--- src/rtl/counter_arbiter_if.sv ---
`default_nettype none
// ============================================================================
// Module      : counter_arbiter_if
// Description : Requester/response bundle for counter_arbiter.
//               master modport = requester side, slave modport = arbiter.
//   req_valid  [NUM_REQ]         per-requester command valid
//   req_ready  [NUM_REQ]         per-requester accept (one-hot or zero)
//   req_op     [2*NUM_REQ]       packed op: 00 LOAD, 01 UP, 10 DOWN, 11 HOLD
//   req_data   [DATA_W*NUM_REQ]  packed load value
//   req_steps  [STEP_W*NUM_REQ]  packed step count
//   resp_valid / resp_id / resp_value / resp_sat   completion report
// Revision    : 1.0  initial release
// ============================================================================
interface counter_arbiter_if #(
  parameter int NUM_REQ = 2,
  parameter int DATA_W  = 4,
  parameter int STEP_W  = 4
);
  localparam int ID_W = $clog2(NUM_REQ);

  logic [NUM_REQ-1:0]        req_valid;
  logic [NUM_REQ-1:0]        req_ready;
  logic [2*NUM_REQ-1:0]      req_op;
  logic [DATA_W*NUM_REQ-1:0] req_data;
  logic [STEP_W*NUM_REQ-1:0] req_steps;
  logic                      resp_valid;
  logic [ID_W-1:0]           resp_id;
  logic [DATA_W-1:0]         resp_value;
  logic                      resp_sat;

  modport master (
    output req_valid, req_op, req_data, req_steps,
    input  req_ready, resp_valid, resp_id, resp_value, resp_sat
  );

  modport slave (
    input  req_valid, req_op, req_data, req_steps,
    output req_ready, resp_valid, resp_id, resp_value, resp_sat
  );
endinterface
`default_nettype wire

--- src/rtl/counter_arbiter.sv ---
`default_nettype none
// ============================================================================
// Module      : counter_arbiter
// Description : Round-robin controller sharing one free-running up/down
//               counter between NUM_REQ requesters. Commands LOAD, UP n,
//               DOWN n, HOLD; the final count is reported on the resp bus.
//               The counter is stalled by reloading its own output.
// Ports       : clk, rst        clock, synchronous active-high reset
//               bus (slave)     requester handshake + response
//               cnt_load        to counter load
//               cnt_updown      to counter updown (1 = up)
//               cnt_data        to counter data
//               cnt_value       from counter data_out
// Option      : COUNTER_ARB_SAT_EN - saturate at all-ones (UP) / zero (DOWN)
//               instead of wrapping, flagged on resp_sat.
// Revision    : 1.0  initial release
// ============================================================================
module counter_arbiter #(
  parameter int NUM_REQ = 2,
  parameter int DATA_W  = 4,
  parameter int STEP_W  = 4
) (
  input  logic              clk,
  input  logic              rst,
  counter_arbiter_if.slave  bus,
  output logic              cnt_load,
  output logic              cnt_updown,
  output logic [DATA_W-1:0] cnt_data,
  input  logic [DATA_W-1:0] cnt_value
);
  localparam int            ID_W      = $clog2(NUM_REQ);
  localparam logic [ID_W:0] NUM_REQ_W = (ID_W+1)'(NUM_REQ);
  localparam logic [1:0]    OP_LOAD   = 2'b00;
  localparam logic [1:0]    OP_UP     = 2'b01;
  localparam logic [1:0]    OP_DOWN   = 2'b10;

  typedef enum logic [1:0] {IDLE = 2'd0, RUN = 2'd1, DONE = 2'd2} state_t;

  state_t            state, next_state;
  logic [ID_W-1:0]   ptr;          // first index searched on the next grant
  logic [ID_W-1:0]   cap_id;
  logic [1:0]        cap_op;
  logic [DATA_W-1:0] cap_data;
  logic [STEP_W-1:0] rem;          // steps still to apply
  logic [ID_W-1:0]   resp_id_q;
  logic [DATA_W-1:0] resp_value_q;

  // Unpack the per-requester fields so they can be indexed by the grant.
  logic [1:0]        op_arr    [NUM_REQ];
  logic [DATA_W-1:0] data_arr  [NUM_REQ];
  logic [STEP_W-1:0] steps_arr [NUM_REQ];

  for (genvar i = 0; i < NUM_REQ; i++) begin : g_unpack
    assign op_arr[i]    = bus.req_op[2*i +: 2];
    assign data_arr[i]  = bus.req_data[DATA_W*i +: DATA_W];
    assign steps_arr[i] = bus.req_steps[STEP_W*i +: STEP_W];
  end

  // Round-robin: rotate valids so ptr lands at bit 0, take the lowest set bit,
  // then map the offset back to an absolute index.
  logic [2*NUM_REQ-1:0] valid_x2, valid_sh;
  logic [NUM_REQ-1:0]   valid_rot;
  logic                 found;
  logic [ID_W-1:0]      offset, gnt, ptr_next;
  logic [ID_W:0]        gnt_sum, ptr_sum;

  assign valid_x2  = {bus.req_valid, bus.req_valid};
  assign valid_sh  = valid_x2 >> ptr;
  assign valid_rot = valid_sh[NUM_REQ-1:0];

  always_comb begin
    found  = 1'b0;
    offset = '0;
    for (int k = NUM_REQ - 1; k >= 0; k--) begin
      if (valid_rot[k]) begin
        found  = 1'b1;
        offset = ID_W'(k);
      end
    end
  end

  always_comb begin
    gnt_sum = {1'b0, ptr} + {1'b0, offset};
    if (gnt_sum >= NUM_REQ_W) gnt_sum = gnt_sum - NUM_REQ_W;
    gnt     = gnt_sum[ID_W-1:0];
    ptr_sum = {1'b0, gnt} + (ID_W+1)'(1);
    if (ptr_sum >= NUM_REQ_W) ptr_sum = '0;
    ptr_next = ptr_sum[ID_W-1:0];
  end

  // Saturation test on the value about to be stepped.
  logic sat_cond;
`ifdef COUNTER_ARB_SAT_EN
  logic sat_q, resp_sat_q;
  assign sat_cond = ((cap_op == OP_UP)   && (cnt_value == '1)) ||
                    ((cap_op == OP_DOWN) && (cnt_value == '0));
`else
  assign sat_cond = 1'b0;
`endif

  logic accept, step;

  always_comb begin
    next_state = state;
    cnt_load   = 1'b1;          // default: hold by reloading the current value
    cnt_updown = 1'b0;
    cnt_data   = cnt_value;
    accept     = 1'b0;
    step       = 1'b0;
    case (state)
      IDLE: begin
        if (found) begin
          accept     = 1'b1;
          next_state = RUN;
        end
      end
      RUN: begin
        next_state = DONE;
        if (cap_op == OP_LOAD) begin
          cnt_data = cap_data;
        end else if ((cap_op == OP_UP || cap_op == OP_DOWN) && rem != '0
                     && !sat_cond) begin
          step       = 1'b1;
          cnt_load   = 1'b0;
          cnt_updown = (cap_op == OP_UP);
          if (rem != STEP_W'(1)) next_state = RUN;
        end
      end
      DONE:    next_state = IDLE;
      default: next_state = IDLE;
    endcase
    if (rst) begin
      accept     = 1'b0;
      step       = 1'b0;
      cnt_load   = 1'b0;
      cnt_updown = 1'b0;
      cnt_data   = '0;
    end
  end

  always_ff @(posedge clk) begin
    if (rst) begin
      state        <= IDLE;
      ptr          <= '0;
      cap_id       <= '0;
      cap_op       <= '0;
      cap_data     <= '0;
      rem          <= '0;
      resp_id_q    <= '0;
      resp_value_q <= '0;
    end else begin
      state <= next_state;
      if (accept) begin
        ptr      <= ptr_next;
        cap_id   <= gnt;
        cap_op   <= op_arr[gnt];
        cap_data <= data_arr[gnt];
        rem      <= steps_arr[gnt];
      end else if (step) begin
        rem <= rem - STEP_W'(1);
      end
      if (state == DONE) begin
        resp_id_q    <= cap_id;
        resp_value_q <= cnt_value;
      end
    end
  end

`ifdef COUNTER_ARB_SAT_EN
  always_ff @(posedge clk) begin
    if (rst) begin
      sat_q      <= 1'b0;
      resp_sat_q <= 1'b0;
    end else begin
      if (accept) sat_q <= 1'b0;
      else if (state == RUN && sat_cond) sat_q <= 1'b1;
      if (state == DONE) resp_sat_q <= sat_q;
    end
  end
`endif

  // resp_value is taken live in DONE so it includes the final step; the
  // registered copies keep the bus stable between completions.
  logic in_done;
  assign in_done        = (state == DONE) && !rst;
  assign bus.req_ready  = (accept) ? (NUM_REQ'(1) << gnt) : '0;
  assign bus.resp_valid = in_done;
  assign bus.resp_id    = in_done ? cap_id    : resp_id_q;
  assign bus.resp_value = in_done ? cnt_value : resp_value_q;
`ifdef COUNTER_ARB_SAT_EN
  assign bus.resp_sat   = in_done ? sat_q : resp_sat_q;
`else
  assign bus.resp_sat   = 1'b0;
`endif

endmodule
`default_nettype wire
--- src/flat_wrapper.sv ---
// flat-port wrapper written by rule: the top's interface ports become plain ports
module counter_arbiter_flat 
#(
  parameter int NUM_REQ = 2,
  parameter int DATA_W  = 4,
  parameter int STEP_W  = 4
)
  (clk, rst, cnt_load, cnt_updown, cnt_data, cnt_value, bus_req_valid, bus_req_op, bus_req_data, bus_req_steps, bus_req_ready, bus_resp_valid, bus_resp_id, bus_resp_value, bus_resp_sat);
  counter_arbiter_if #(.NUM_REQ(NUM_REQ), .DATA_W(DATA_W), .STEP_W(STEP_W)) bus_i ();
  input  logic clk;
  input  logic rst;
  output logic cnt_load;
  output logic cnt_updown;
  output logic [DATA_W-1:0] cnt_data;
  input  logic [DATA_W-1:0] cnt_value;
  input wire logic [$bits(bus_i.req_valid)-1:0] bus_req_valid;
  input wire logic [$bits(bus_i.req_op)-1:0] bus_req_op;
  input wire logic [$bits(bus_i.req_data)-1:0] bus_req_data;
  input wire logic [$bits(bus_i.req_steps)-1:0] bus_req_steps;
  output wire logic [$bits(bus_i.req_ready)-1:0] bus_req_ready;
  output wire logic [$bits(bus_i.resp_valid)-1:0] bus_resp_valid;
  output wire logic [$bits(bus_i.resp_id)-1:0] bus_resp_id;
  output wire logic [$bits(bus_i.resp_value)-1:0] bus_resp_value;
  output wire logic [$bits(bus_i.resp_sat)-1:0] bus_resp_sat;
  assign bus_i.req_valid = bus_req_valid;
  assign bus_i.req_op = bus_req_op;
  assign bus_i.req_data = bus_req_data;
  assign bus_i.req_steps = bus_req_steps;
  assign bus_req_ready = bus_i.req_ready;
  assign bus_resp_valid = bus_i.resp_valid;
  assign bus_resp_id = bus_i.resp_id;
  assign bus_resp_value = bus_i.resp_value;
  assign bus_resp_sat = bus_i.resp_sat;
  counter_arbiter #(.NUM_REQ(NUM_REQ), .DATA_W(DATA_W), .STEP_W(STEP_W)) u_core (.clk(clk), .rst(rst), .bus(bus_i), .cnt_load(cnt_load), .cnt_updown(cnt_updown), .cnt_data(cnt_data), .cnt_value(cnt_value));
endmodule
--- config.mk ---
export PLATFORM = sky130hd
export DESIGN_NAME = counter_arbiter_flat
export DESIGN_NICKNAME = d
export VERILOG_FILES = /design/src/rtl/counter_arbiter_if.sv /design/src/rtl/counter_arbiter.sv /design/src/flat_wrapper.sv
export SDC_FILE = /design/constraint.sdc
export NUM_CORES = 1
export LEC_CHECK = 0
export BUFFER_PORTS_ARGS = -buffer_cell sky130_fd_sc_hd__buf_4
export CELL_PAD_IN_SITES_DETAIL_PLACEMENT = 1
export CELL_PAD_IN_SITES_GLOBAL_PLACEMENT = 2
export CORE_UTILIZATION = 25
export CTS_CLUSTER_DIAMETER = 30
export DETAILED_ROUTE_END_ITERATION = 8
export PLACE_DENSITY_LB_ADDON = 0.1
export RECOVER_POWER = 50
export SKIP_LAST_GASP = 1
export SLEW_MARGIN = 20
export SYNTH_ARGS = -nofsm -noshare
export SYNTH_HDL_FRONTEND = slang
export SYNTH_SLANG_ARGS = --single-unit
--- constraint.sdc ---
create_clock -name clk -period 1.5 [get_ports clk]
set_clock_uncertainty 0.05 [all_clocks]
set_input_delay 0 -clock clk [delete_from_list [all_inputs] [get_ports clk]]
set_output_delay 0 -clock clk [all_outputs]
set_load 0.01 [all_outputs]
==> impl_metrics.toml, run 1 <==
[synthesis]
netlist-cell-type-count = 41
synth_nets = 173
async_reset_ff_share_pct = 0
ys_seq_area_share_pct = 31.2
synth_seq_cells = 19
yosys_warnings = 0
synth_adder_area_share_pct = 5.95
syn_inst = 140
synth_flop_cell = "dfxtp_1"
syn-mean-instance-area_um2 = 8.70
synth-xor-area-share_pct = 2.16
synth_top_family_by_area = "simple AND/OR/NAND/NOR gates"
synth_compound_area_share_pct = 12.6
synth-edff-count = 0
synth-simple-area-share_pct = 26.2
muxShareOfSynthArea_pct = 14.5
synth_area_um2 = 1220

[route]
drt-pass1-iter-count = 4
post-route-drc-count = 0
via_per_inst = 4.75
drt-total-wl_um = 3760
wl_per_cell_um = 14.1
dr_total_vias = 1267
drtAntennaViolNets = 0
first_iter_violations = 46

[global_route]
track_usage_pct = 15.1
grt-ovfl-total = 0
grt_pass1_wl_um = 6020
antenna_found_initial = 0
grt_max_degree = 27
grt_pass1_vias = 1319

[floorplan]
io_pins = 43
die_area_um2 = 5160
rows = 25
core_um2 = 4690
initial_core_util_pct = 26.0
die_h_um = 71.8
die_w_um = 71.8

[clock_network]
cts_root_buffer = "clkbuf_8"
cts.sinks = 19
clock_path_buffers = 2
path_clk_slew_ps = 80
clk_latency_ps = 260
cts_buffers = 3
cts_tree = "done"
cts_max_level = 1

[final_layout]
fillers = 568
fin_nets = 247
layout_commonest_cell = "buf_4"
final_cell_mix = "buf_4 (61), nor2_1 (20), dfxtp_1 (14)"
drive_gt1_share_pct = 51.2
syn_to_final_growth_pct = 64.5
diodes = 0

[setup_path]
cp_common_cell = "buf_6"
r2r_start = "u_core.rem[1]"
reg2reg_to = "u_core.rem[0]"
worstPathCellList = "inv_2, ha_4, or3b_4, and3_4, buf_6, nor2_4, buf_6"
worstPathArrival_ps = 1670
rr_worst_depth = 7
required_ps = 1450
crit_path_end_kind = "primary output"
critPathMaxFanout = 3
reg2reg_setup_slack_ps = -180
crit_type = "flop to primary output"
crit_path_start_kind = "flop"
slowest_delay_ps = 390
crit_path_top_delay_cell = "or3b_4"

[timing]
setup_viol = 12
max_freq_mhz = 581
setup_slack_ps = -223
hold_viol_final = 0
rsz0062_at_grt = "yes"
whs_ps = 27.9
layout_min_cycle_time_ps = 1720
slew_viol_final = 0
fin_crit_sh_pct = 115

[power_and_ir_drop]
switching_power_uw = 489
p_int_mw = 1.07
comb_power_share_pct = 38.1
power.total_mw = 1.56
p_leak_nw = 0.921
pwr_density_cell_nw_per_um2 = 780
ir_worst_vdd_v = 0.000327
p_clk_share_pct = 24.4
seqPwrFrac_pct = 37.5
switching_share_pct = 31.3

[status]
violations = "negative setup slack"
status = "complete, but fails checks"

[worst_hold_path]
hold_class = "input pin to flop"
hp-start = "bus_req_op[0]"
holdPathStages = 3
worstHoldEndpoint = "u_core.cap_op[0]"

[flow_run]
cap_violations = 0

[placement]
portBuffers = 41
hpwl_um = 2650
globalplace.congestion = 0.724
[synth_stat cells (all sizes together) (2+ instances only)]
library cell  instances  area share [%]
nand2                10             3.1
inv                   6             1.8
nand4                 2             1.0
and2                  2             1.0
nor2                 22             7.4
clkbuf                2            0.62
mux2i                12             9.9
a211oi                7             4.7
ha                    5             5.1
xor2                  2             1.4
and2b                 2             1.2
nor3                  4             1.6
a21oi                 7             2.9
nand3                 5             2.1
and3                  2             1.4
buf                   7             4.6
nor4                  3             2.8
mux2                  5             4.6
dfxtp                19              31
or3b                  2             1.4
[power by group through the flow]
| stage | sequential (mW) | combinational [mW] | clock (mW) |
|---|---|---|---|
| after global routing | 0.592 | 0.646 | 0.429 |
| after detailed placement | 0.594 | 0.499 | 0 |
| after floorplan | 0.584 | 0.278 | 0 |
| after global placement | 0.591 | 0.490 | 0 |
| final | 0.587 | 0.596 | 0.381 |
| after CTS | 0.586 | 0.568 | 0.396 |
[sequential cells by signal, summed over array words and instances, names as in the netlist]
name / count
u_core.cap_data: 4
u_core.rem: 4
u_core.resp_value_q: 4
u_core.cap_op: 2
u_core.state: 2
u_core.cap_id: 1
u_core.ptr: 1
u_core.resp_id_q: 1
[metrics by stage]
stage / instance area (um^2) / TNS (ps) / utilization (%) / cells / worst slack [ps]
after detailed placement: 1700 / -184 / 36.3 / 243 / -107
after floorplan: 1230 / -0.646 / - / 140 / -0.646
after CTS: 1950 / -1050 / 41.5 / 261 / -222
final: 2000 / -1070 / 42.7 / 267 / -223
after global placement: 1700 / -62.1 / 36.3 / 243 / -41.3
after global routing: 2000 / -2140 / 42.7 / 267 / -277
[metal layers]
layer  global-route usage (%)  vias up  share of wire [%]
li1                         -      626                  -
met1                     18.6      607                 45
met2                     26.2       30                 50
met3                     2.95        4                4.0
met4                     5.23        0                1.2
met5                        0        -                  0
[worst max path at each step]
stage | startpoint | to | slack (ps) | depth (start not counted)
floorplan | u_core.cap_op[1] | u_core.rem[3] | -0.6 | 6
detailed placement | u_core.cap_op[1] | u_core.rem[3] | -110 | 6
global route | u_core.rem[1] | cnt_load | -280 | 7
finish | u_core.rem[1] | cnt_load | -220 | 7
CTS | u_core.rem[0] | cnt_load | -220 | 7
global placement | u_core.cap_op[1] | u_core.rem[3] | -40 | 6
[timing repair]
item	4_1_cts	5_1_grt
gates resized for setup	28	9
hold buffers	5	0
setup buffers	10	6
setup endpoints to repair	16	19
pin swaps	7	3
endpoints found under the hold margin	5	0
[cell families (layout without fill, tap and decap cells)]
logic type               Yosys count  count (layout)
flip-flops                        19              19
XOR/XNOR                           3               3
buffers and inverters             15              88
multiplexers                      17              17
other                              1               1
AND/OR/NAND/NOR                   58              58
AO/OA/AOI/OAI                     21              21
adder cells (fa/ha/maj)            6               6
[critical path: cells and delay by family (launching register included)]
kind | cells | cell delay (ps)
and+or+nand+nor | 3 | 680
DFF | 1 | 330
adders and majority gates | 1 | 120
buffers and inverters | 3 | 290
[area by class of cell]
cell class              instances  area, um^2  area share, %
flip-flops and latches         19         389           19.4
multi-input cells             106         833           41.6
clock buffers                   3        41.3           2.06
well taps                      54        67.6           3.37
repair buffers                 78         646           32.2
clock inverters                 1        5.00          0.250
inverters                       6        22.5           1.12
Power figures use the tool's default switching activity.
==> run 2, diff against run 1 <==
--- a/config.mk
+++ b/config.mk
@@ -8,9 +8,10 @@
 export BUFFER_PORTS_ARGS = -buffer_cell sky130_fd_sc_hd__buf_4
 export CELL_PAD_IN_SITES_DETAIL_PLACEMENT = 1
 export CELL_PAD_IN_SITES_GLOBAL_PLACEMENT = 2
-export CORE_UTILIZATION = 25
+export CORE_UTILIZATION = 30
 export CTS_CLUSTER_DIAMETER = 30
 export DETAILED_ROUTE_END_ITERATION = 8
+export HOLD_SLACK_MARGIN = 0.02
 export PLACE_DENSITY_LB_ADDON = 0.1
 export RECOVER_POWER = 50
 export SKIP_LAST_GASP = 1
==> constraint.sdc (replaced) <==
create_clock -name clk -period 2 [get_ports clk]
set_clock_uncertainty 0.05 [all_clocks]
set_input_delay 0 -clock clk [delete_from_list [all_inputs] [get_ports clk]]
set_output_delay 0 -clock clk [all_outputs]
set_load 0.01 [all_outputs]
==> run 2 against run 1 <==
Compared with the run above:
- the flow now finishes without violations
- hold slack better by 8.5 ps
- sequential power down 25%
- combinational power down 51%
- sequential share of layout area up 4.0 points
- setup slack better by 390 ps
- die area down 16%
- final area down 19%
==> impl_metrics.toml, run 2 (synthesized netlist as in run 1, its figures left out) <==
[clock_network]
cts.sinks = 19
ctsResizeCount = 0
cts_buffers = 3
path_clk_slew_ps = 70
clk_latency_ps = 260
clock_path_buffers = 2
cts_max_level = 1
cts_tree = "done"
cts_root_buffer = "clkbuf_8"

[worst_hold_path]
holdPathStages = 4
hold_class = "input pin to flop"
worstHoldEndpoint = "u_core.cap_id"
hp-start = "bus_req_valid[0]"

[floorplan]
initial_core_util_pct = 32.3
io_pins = 43
die_h_um = 65.7
rows = 22
die_w_um = 65.7
die_area_um2 = 4320
core_um2 = 3770

[setup_path]
worstPathCellList = "inv_1, ha_1, or3b_1, and2_0, and3_1, buf_4"
rr_worst_depth = 6
crit_path_end_kind = "primary output"
crit_type = "flop to primary output"
reg2reg_to = "u_core.rem[3]"
crit_family = "simple AND/OR/NAND/NOR gates"
critPathMaxFanout = 4
reg2reg_setup_slack_ps = 290
path_buf_inv = 2
required_ps = 1950
crit_path_start_kind = "flop"
worstPathArrival_ps = 1790
slowest_delay_ps = 410
crit_path_top_delay_cell = "or3b_1"
r2r_start = "u_core.cap_op[0]"

[global_route]
grt_pass1_wl_um = 5420
grt-ovfl-total = 0
grt_max_degree = 27
antenna_found_initial = 0
track_usage_pct = 16.5
grt_pass1_vias = 1194

[placement]
globalplace.congestion = 0.768
hpwl_um = 2370
portBuffers = 41

[final_layout]
reg_top3 = "u_core.cap_data: 4 flops, u_core.rem: 4 flops, u_core.resp_value_q: 4 flops"
fin_nets = 217
final_cell_mix = "buf_4 (40), nor2_1 (21), dfxtp_1 (19)"
syn_to_final_growth_pct = 33.1
layout_commonest_cell = "buf_4"
diodes = 0
drive_gt1_share_pct = 30.6

[route]
drt-pass1-iter-count = 4
drtAntennaViolNets = 0
drt-total-wl_um = 3120
post-route-drc-count = 0
dr_total_vias = 1145
via_per_inst = 4.96
wl_per_cell_um = 13.5
first_iter_violations = 31

[flow_run]
cap_violations = 0

[timing]
slew_viol_final = 0
max_freq_mhz = 544
finalSetupTns_ps = 0
rsz0062_at_grt = "no"
maxSlewHeadroom_pct = 64.7
fin_crit_sh_pct = 91.8
hold_viol_final = 0
layout_min_cycle_time_ps = 1840
setup_viol = 0
worst_pin_slew_ps = 530

[status]
status = "finished, final reports clean"

[power_and_ir_drop]
ir_worst_vdd_v = 0.000258
pwr_density_cell_nw_per_um2 = 623
p_leak_nw = 0.736
power.total_mw = 1.01
-- run 2: changes by cell type in the layout (fill, tap and decap cells not counted), sizes merged --
cell    change
clkbuf      +2
clkinv      -1
buf        -31
-- run 2: how the worst max path moves through the flow --
stage                                 from             to  slack, ps  cells past startpoint
after floorplan           u_core.cap_op[0]  u_core.rem[3]        430                      6
after detailed placement  u_core.cap_op[0]  u_core.rem[3]        290                      6
after global routing         u_core.rem[0]     cnt_updown         50                      6
after global placement    u_core.cap_op[0]  u_core.rem[3]        360                      6
final                        u_core.rem[0]     cnt_updown        160                      6
after CTS                    u_core.rem[0]     cnt_updown        160                      6
-- run 2: cell type report --
type	count	area, um^2
clock buffers	4	45.0
fillers	451	2150
inverters	6	22.5
multi-input cells	106	752
flip-flops and latches	19	380
well taps	48	60.1
repair buffers	48	362
-- run 2: metrics by stage --
step	utilization [%]	hold slack (ps)	area, um^2	std cells	setup slack (ps)
final	43.0	36.3	1620	231	163
after global routing	43.0	51.1	1620	231	51.5
after CTS	43.3	26.1	1630	231	159
after detailed placement	40.8	210	1540	222	287
after global placement	40.8	203	1540	222	363
after floorplan	-	66.1	1220	140	431
-- run 2: metal layers --
layer	vias to the layer above	share of wire (%)	track usage (%)
met5	-	0	0
met4	0	1.1	4.89
met3	5	4.6	4.17
met2	28	50	29.5
met1	539	44	19.0
li1	573	-	-
-- run 2: worst reg2reg max path, cell delays in order (launching register included) --
cell,delay (ps)
dfxtp_1,360
inv_1,50
ha_1,260
and2b_1,270
nand4_1,110
xor2_1,170
a2111oi_2,340
-- run 2: timing repair --
action / 4_1_cts / 5_1_grt
hold buffers: 5 / 0
hold endpoints to repair: 5 / 0
buffers inserted: 0 / 0
-- run 2: power by group --
part	switching, mW	total, mW	leakage (nW)	internal, mW
Clock	0.131	0.273	0.0228	0.142
Combinational	0.147	0.295	0.558	0.148
Sequential	0.0324	0.443	0.156	0.411
